<file path="src/rtl/pp_uart_tx_unpacker_pkg.sv">
// Shared constants for the periplex UART group path: UART count, frame byte capacities, entry type codes.
`ifndef TOTAL_UART
`define TOTAL_UART 8
`endif

package pp_uart_tx_unpacker_pkg;
  localparam int TOTAL_UART = `TOTAL_UART;
  localparam int HEAD_BYTES = 4;
  localparam int CONT_BYTES = 6;
  localparam logic ENTRY_DATA = 1'b0;
  localparam logic ENTRY_CFG  = 1'b1;
endpackage

</file>
<file path="src/rtl/pp_frame_fifo.sv">
// Synchronous frame FIFO with full/empty flags; a push while full is taken when a pop frees a slot the same cycle.
module pp_frame_fifo #(
  parameter int WIDTH = 8,
  parameter int DEPTH = 4
) (
  input  logic             clk,
  input  logic             rst,
  input  logic             push,
  input  logic             pop,
  input  logic [WIDTH-1:0] din,
  output logic [WIDTH-1:0] dout,
  output logic             full,
  output logic             empty
);
  localparam int AW = $clog2(DEPTH);

  logic [WIDTH-1:0] mem [DEPTH];
  logic [AW-1:0]    wr_ptr, rd_ptr;
  logic [AW:0]      count;
  logic             do_push, do_pop;

  assign full    = (count == (AW+1)'(DEPTH));
  assign empty   = (count == '0);
  assign do_pop  = pop && !empty;
  assign do_push = push && (!full || do_pop);
  assign dout    = mem[rd_ptr];

  always_ff @(posedge clk) begin
    if (rst) begin
      wr_ptr <= '0;
      rd_ptr <= '0;
      count  <= '0;
    end else begin
      if (do_push) wr_ptr <= wr_ptr + 1'b1;
      if (do_pop)  rd_ptr <= rd_ptr + 1'b1;
      if (do_push && !do_pop)      count <= count + 1'b1;
      else if (do_pop && !do_push) count <= count - 1'b1;
    end
  end

  always_ff @(posedge clk) begin
    if (do_push) mem[wr_ptr] <= din;
  end
endmodule

</file>
<file path="src/rtl/pp_uart_tx_unpacker.sv">
// Unpacks decoded UART-group frames into a byte stream and config write strobes.
// Optional PP_UART_TX_STATS_EN adds stat_bytes / stat_drops counters.
module pp_uart_tx_unpacker
  import pp_uart_tx_unpacker_pkg::*;
#(
  parameter int SEL_WIDTH   = 7,
  parameter int LEN_WIDTH   = 7,
  parameter int VALUE_WIDTH = 48,
  parameter int NUM_UART    = TOTAL_UART,
  parameter int FIFO_DEPTH  = 4
) (
  input  logic                   clk,
  input  logic                   rst,
  input  logic                   uart_grp_en,
  input  logic [SEL_WIDTH-1:0]   slv_sel,
  input  logic                   cfg,
  input  logic [LEN_WIDTH-1:0]   str_len,
  input  logic [VALUE_WIDTH-1:0] value,
  input  logic                   flag_frame_1,
  output logic                   tx_valid,
  input  logic                   tx_ready,
  output logic [7:0]             tx_data,
  output logic [SEL_WIDTH-1:0]   tx_sel,
  output logic                   tx_last,
  output logic                   cfg_wr,
  output logic [SEL_WIDTH-1:0]   cfg_sel,
  output logic [31:0]            cfg_data,
  output logic                   ovf,
  input  logic                   ovf_clr,
  output logic                   busy
`ifdef PP_UART_TX_STATS_EN
  ,
  output logic [15:0]            stat_bytes,
  output logic [7:0]             stat_drops
`endif
);
  localparam int ENTRY_W = VALUE_WIDTH + SEL_WIDTH + 5;
  localparam logic [0:0] S_IDLE  = 1'b0;
  localparam logic [0:0] S_SHIFT = 1'b1;

  function automatic logic [2:0] take_bytes(input logic [LEN_WIDTH-1:0] avail,
                                            input logic [2:0] cap);
    if (avail < LEN_WIDTH'(cap)) return avail[2:0];
    return cap;
  endfunction

  function automatic logic [7:0] sat_inc8(input logic [7:0] v);
    return (v == 8'hFF) ? v : v + 8'd1;
  endfunction

  logic [LEN_WIDTH-1:0]   remaining, rem_nxt;
  logic [SEL_WIDTH-1:0]   pkt_sel;
  logic                   pkt_bad;
  logic                   head, sel_ok, open_pkt;
  logic                   push_req, bad_frame, drop;
  logic                   e_type, e_last;
  logic [SEL_WIDTH-1:0]   e_sel;
  logic [2:0]             e_nb;
  logic [VALUE_WIDTH-1:0] e_data;
  logic [ENTRY_W-1:0]     fifo_din, fifo_dout;
  logic                   fifo_full, fifo_empty, pop;
  logic                   d_type, d_last;
  logic [SEL_WIDTH-1:0]   d_sel;
  logic [2:0]             d_nb;
  logic [VALUE_WIDTH-1:0] d_data;
  logic [0:0]             state;
  logic [2:0]             cnt;
  logic                   cur_last, tx_hs, final_byte;
  logic [VALUE_WIDTH-1:0] shifter;
  logic [SEL_WIDTH-1:0]   cur_sel, cfg_sel_q;
  logic [31:0]            cfg_data_q;
  logic                   unused_ok;

  assign unused_ok = flag_frame_1;

  // Write side: frame classification and entry build
  assign head   = (remaining == '0);
  assign sel_ok = ({1'b0, slv_sel} < (SEL_WIDTH+1)'(NUM_UART));

  always_comb begin
    push_req  = 1'b0;
    bad_frame = 1'b0;
    open_pkt  = 1'b0;
    rem_nxt   = remaining;
    e_type    = ENTRY_DATA;
    e_sel     = pkt_sel;
    e_nb      = '0;
    e_data    = value;
    if (uart_grp_en) begin
      if (head) begin
        e_sel  = slv_sel;
        e_data = {{(VALUE_WIDTH-32){1'b0}}, value[31:0]};
        if (cfg) begin
          e_type    = ENTRY_CFG;
          push_req  = sel_ok;
          bad_frame = !sel_ok;
        end else if (str_len != '0) begin
          open_pkt  = 1'b1;
          e_nb      = take_bytes(str_len, 3'(HEAD_BYTES));
          rem_nxt   = str_len - LEN_WIDTH'(e_nb);
          push_req  = sel_ok;
          bad_frame = !sel_ok;
        end
      end else begin
        e_nb      = take_bytes(remaining, 3'(CONT_BYTES));
        rem_nxt   = remaining - LEN_WIDTH'(e_nb);
        push_req  = !pkt_bad;
        bad_frame = pkt_bad;
      end
    end
    e_last = (rem_nxt == '0);
  end

  assign drop     = push_req && fifo_full && !pop;
  assign fifo_din = {e_type, e_sel, e_nb, e_last, e_data};

  always_ff @(posedge clk) begin
    if (rst) begin
      remaining <= '0;
      pkt_bad   <= 1'b0;
      ovf       <= 1'b0;
    end else begin
      remaining <= rem_nxt;
      if (open_pkt) pkt_bad <= !sel_ok;
      if (drop)         ovf <= 1'b1;
      else if (ovf_clr) ovf <= 1'b0;
    end
  end

  always_ff @(posedge clk) begin
    if (open_pkt) pkt_sel <= slv_sel;
  end

  pp_frame_fifo #(.WIDTH(ENTRY_W), .DEPTH(FIFO_DEPTH)) u_fifo (
    .clk   (clk),
    .rst   (rst),
    .push  (push_req),
    .pop   (pop),
    .din   (fifo_din),
    .dout  (fifo_dout),
    .full  (fifo_full),
    .empty (fifo_empty)
  );

  // Read side: pop, shift out bytes, issue config strobes
  assign {d_type, d_sel, d_nb, d_last, d_data} = fifo_dout;

  assign tx_valid   = (state == S_SHIFT);
  assign tx_hs      = tx_valid && tx_ready;
  assign final_byte = tx_hs && (cnt == 3'd1);
  assign pop        = !fifo_empty && ((state == S_IDLE) || final_byte);

  always_ff @(posedge clk) begin
    if (rst) begin
      state    <= S_IDLE;
      cnt      <= '0;
      cur_last <= 1'b0;
      cfg_wr   <= 1'b0;
    end else begin
      cfg_wr <= 1'b0;
      if (pop) begin
        if (d_type == ENTRY_CFG) begin
          cfg_wr   <= 1'b1;
          state    <= S_IDLE;
          cnt      <= '0;
          cur_last <= 1'b0;
        end else begin
          state    <= S_SHIFT;
          cnt      <= d_nb;
          cur_last <= d_last;
        end
      end else if (final_byte) begin
        state    <= S_IDLE;
        cnt      <= '0;
        cur_last <= 1'b0;
      end else if (tx_hs) begin
        cnt <= cnt - 3'd1;
      end
    end
  end

  always_ff @(posedge clk) begin
    if (pop) begin
      shifter <= d_data;
      cur_sel <= d_sel;
      if (d_type == ENTRY_CFG) begin
        cfg_sel_q  <= d_sel;
        cfg_data_q <= d_data[31:0];
      end
    end else if (tx_hs) begin
      shifter <= shifter >> 8;
    end
  end

  assign tx_data  = tx_valid ? shifter[7:0] : 8'd0;
  assign tx_sel   = tx_valid ? cur_sel : '0;
  assign tx_last  = tx_valid && cur_last && (cnt == 3'd1);
  assign cfg_sel  = cfg_wr ? cfg_sel_q : '0;
  assign cfg_data = cfg_wr ? cfg_data_q : 32'd0;
  assign busy     = !fifo_empty || (state == S_SHIFT) || (remaining != '0);

`ifdef PP_UART_TX_STATS_EN
  // Statistics: wrapping byte count, saturating drop count
  always_ff @(posedge clk) begin
    if (rst) begin
      stat_bytes <= '0;
      stat_drops <= '0;
    end else begin
      if (tx_hs) stat_bytes <= stat_bytes + 16'd1;
      if (drop || bad_frame) stat_drops <= sat_inc8(stat_drops);
    end
  end
`endif
endmodule

</file>
<file path="config.mk">
export PLATFORM = sky130hd
export DESIGN_NAME = pp_uart_tx_unpacker
export DESIGN_NICKNAME = d
export VERILOG_FILES = /design/src/rtl/pp_uart_tx_unpacker_pkg.sv /design/src/rtl/pp_frame_fifo.sv /design/src/rtl/pp_uart_tx_unpacker.sv
export SDC_FILE = /design/constraint.sdc
export NUM_CORES = 1
export LEC_CHECK = 0
export BUFFER_PORTS_ARGS = -buffer_cell sky130_fd_sc_hd__buf_2
export CAP_MARGIN = 5
export CORE_ASPECT_RATIO = 0.8
export CORE_UTILIZATION = 41
export CTS_CLUSTER_DIAMETER = 30
export CTS_CLUSTER_SIZE = 30
export DETAILED_ROUTE_END_ITERATION = 6
export SKIP_LAST_GASP = 1
export SLEW_MARGIN = 20
export SYNTH_ARGS = -nofsm -noshare
export SYNTH_HDL_FRONTEND = slang
export SYNTH_HIERARCHICAL = 1
export SYNTH_SLANG_ARGS = --single-unit
</file>
<file path="constraint.sdc">
create_clock -name clk -period 4 [get_ports clk]
set_clock_uncertainty 0.15 [all_clocks]
set_input_delay 0.2 -clock clk [delete_from_list [all_inputs] [get_ports clk]]
set_output_delay 0.2 -clock clk [all_outputs]
set_load 0.01 [all_outputs]
</file>
==> impl_metrics.yaml <==
run_status:
  outcome: "completed"
global_routing:
  grt_max_degree: 61
  grt.overflow.total: 0
  first_global_vias: 7649
  antenna_found_initial: 0
  grt_usage_pct: 16.6
  grt_pass1_wl_um: 44200
clocking:
  clk_pin_slew_ns: 0.04
  clock_latency_ns: 0.55
  cts_buffer_depth: 3
  cts_buffers: 66
  htree_levels: 3
  clkSinkCount: 365
  cts_tree: "yes"
  cts_root_buf: "clkbuf_16"
cells_and_area:
  final_area_um2: 18500
  instances_no_fill: 1516
  drive_gt1_share_pct: 35.5
  final_util_pct: 53.2
  finalNetCount: 1077
  fillers: 2782
  n_antenna_cell: 0
  area_delta_synth_final_pct: 27.7
placement:
  dp_hpwl_um: 16700
  placed_cells: 1339
  dpl-instance-area_um2: 15700
  gp_congestion: 0.792
  place_ws_ns: 0.575
  portBuffers: 126
flow_run:
  drv_cap: 0
die:
  fp.dieW_um: 212
  die-area_um2: 36000
  ioPinCount: 128
  coreArea_um2: 34700
  start_util_pct: 41.6
  row_count: 61
  die_h_um: 170
detailed_routing:
  route.final.wire_length_um: 29200
  dr_total_vias: 7516
  wl_per_cell_um: 19.3
  route.detailed.drc: 0
  drt_iter0_markers: 499
  vias_per_cell: 4.96
  postRouteAntennaNets: 0
  firstDrtPassIters: 5
sta:
  finalSetupViolations: 0
  rsz0062_at_grt: "no"
  whs_ns: 0.0296
  tns_ns: 0
  setup_ws_ns: 0.572
  max-slew-margin-rel_pct: 40.7
  final-max-slew-violation-count: 0
  min_period_ns: 3.43
  worst_slew_pin_slew_ns: 0.883
  finalHoldViolCount: 0
  final.period_utilization_pct: 85.7
  max_freq_ghz: 0.292
synthesis:
  synthDistinctLibCells: 65
  synth-seq-cells: 365
  ys_seq_area_share_pct: 74.1
  synthArstFlopShare_pct: 0
  syn_area_per_cell_um2: 19.1
  synth_area_leaders: "edfxtp_1 71%, mux4_2 9.3%, mux2_2 3.6%, dfxtp_1 3.3%, and2_1 2.8%"
  synth_flop_cell: "edfxtp_1"
  ys_top_cells_by_count: "341 x edfxtp_1, 65 x and2_1, 60 x mux4_2, 46 x mux2_2, 25 x nor2_1"
  synth.most_common_cell: "edfxtp_1"
  synth_top_area_share_pct: 70.8
  synth_area_um2: 14500
  yosys_warnings: 6
  synth_edf_count: 341
  synthCells: 758
  yosysTopAreaCell: "edfxtp_1"
pwr:
  vdd_drop_max_mv: 0.436
  p_leak_nw: 6.54
  power.total_mw: 15.4
  power.density_nw_per_um2: 834
worst_setup_path:
  cp_data_arrival_time_ns: 3.75
  crit_slowest_cell: "or4_1"
  endpoint_kind: "register"
  crit_type: "register to register"
  slowest_delay_ns: 0.73
  crit_required_ns: 4.32
  path_cells: "or4_1, nor2_1, mux2i_1, and2_1, a21boi_2, ha_1, inv_1, fa_1, xor2_1, or3_2, a21oi_1"
  crit_fanout: 8
  worst_setup_path_start_kind: "register"
min_path:
  hold_path_class: "primary input to register"
layer usage:
layer  wire length (um)  GRT usage, %  share of wire, %  vias to the layer above
met4                415          5.20               1.4                        0
met3               1600          4.10               5.5                       37
met1              13700          23.4                47                     3780
li1                   -             -                 -                     3486
met5                  0             0                 0                        -
met2              13500          25.4                46                      213
state kept, by name, indices dropped and copies added (netlist names), named ones only:
name and count:
u_fifo/mem 240, shifter 48, cfg_data_q 32, cfg_sel_q 7
cur_sel 7, pkt_sel 7, remaining 7, cnt 3
u_fifo/count 3, u_fifo/rd_ptr 2, u_fifo/wr_ptr 2, cfg_wr 1
cur_last 1, ovf 1, pkt_bad 1, tx_valid 1
area by class of cell:
type                            count  area, um2  area share [%]
Multi-Input combinational cell    348       3520            19.1
Inverter                           13       48.8           0.264
Clock buffer                       76       1740            9.43
Clock inverter                     39        410            2.22
Sequential cell                   365      10700            58.1
Tap cell                          472        591            3.20
Timing Repair Buffer              203       1430            7.72
kinds of logic after synthesis:
kind of cell | after synthesis | synth area share [%]
adder cells (fa/ha/maj) | 11 | 1.00
XOR/XNOR | 5 | 0.303
buffers and inverters | 46 | 1.73
multiplexers | 113 | 13.5
AND/OR/NAND/NOR | 171 | 7.11
flip-flops | 365 | 74.1
other | 2 | 0.0519
AO/OA/AOI/OAI | 45 | 2.19
path summary, 6_finish.rpt:
kind           startpoint              end  slack (ns)  cells past startpoint
max          remaining[3]  u_fifo/count[2]        0.57                     11
min            str_len[0]     remaining[1]        0.03                      5
max reg2reg  remaining[3]  u_fifo/count[2]        0.57                     11
min reg2reg        cnt[2]           cnt[2]        0.34                      2
placed cells by master (no fill, tap or decap), types with 4 or more instances in the layout:
master,Yosys,routed
a21oi_1,12,11
and2_1,65,64
and2_4,0,4
buf_12,0,5
buf_2,8,126
buf_4,2,10
bufinv_16,0,6
clkbuf_1,14,7
clkbuf_16,0,68
clkinv_1,0,8
clkinv_2,0,9
clkinv_4,0,8
dfxtp_1,24,22
dlygate4sd3_1,0,62
edfxtp_1,341,341
ha_1,10,10
inv_1,12,12
mux2_2,46,46
mux2i_1,4,4
mux4_2,60,60
nand2_1,9,9
nand2b_1,7,7
nand3_1,4,4
nor2_1,25,25
nor2b_1,23,23
nor3_1,9,9
nor4_1,5,5
o21ai_0,7,7
xor2_1,4,4
worst max-delay path: cells and delay by family (launching register included):
kind	cells	cell delay (ns)
simple gates	4	1.50
fa+ha+maj	2	0.57
flops	1	0.38
compound gates	2	0.31
mux	1	0.24
xor+xnor	1	0.15
buf+inv	1	0.06
power by group:
| part | internal (mW) | switching (mW) |
|---|---|---|
| logic | 1.71 | 2.19 |
| clock network | 3.51 | 1.80 |
| registers | 5.79 | 0.400 |
| total | 11.0 | 4.39 |
what timing repair did:
action                                 in CTS  in global routing
setup buffers                               0                  0
hold buffers                               62                  0
endpoints found under the hold margin     248                  0
gates resized for setup                     0                  0
(Power assumes the default switching activity.)
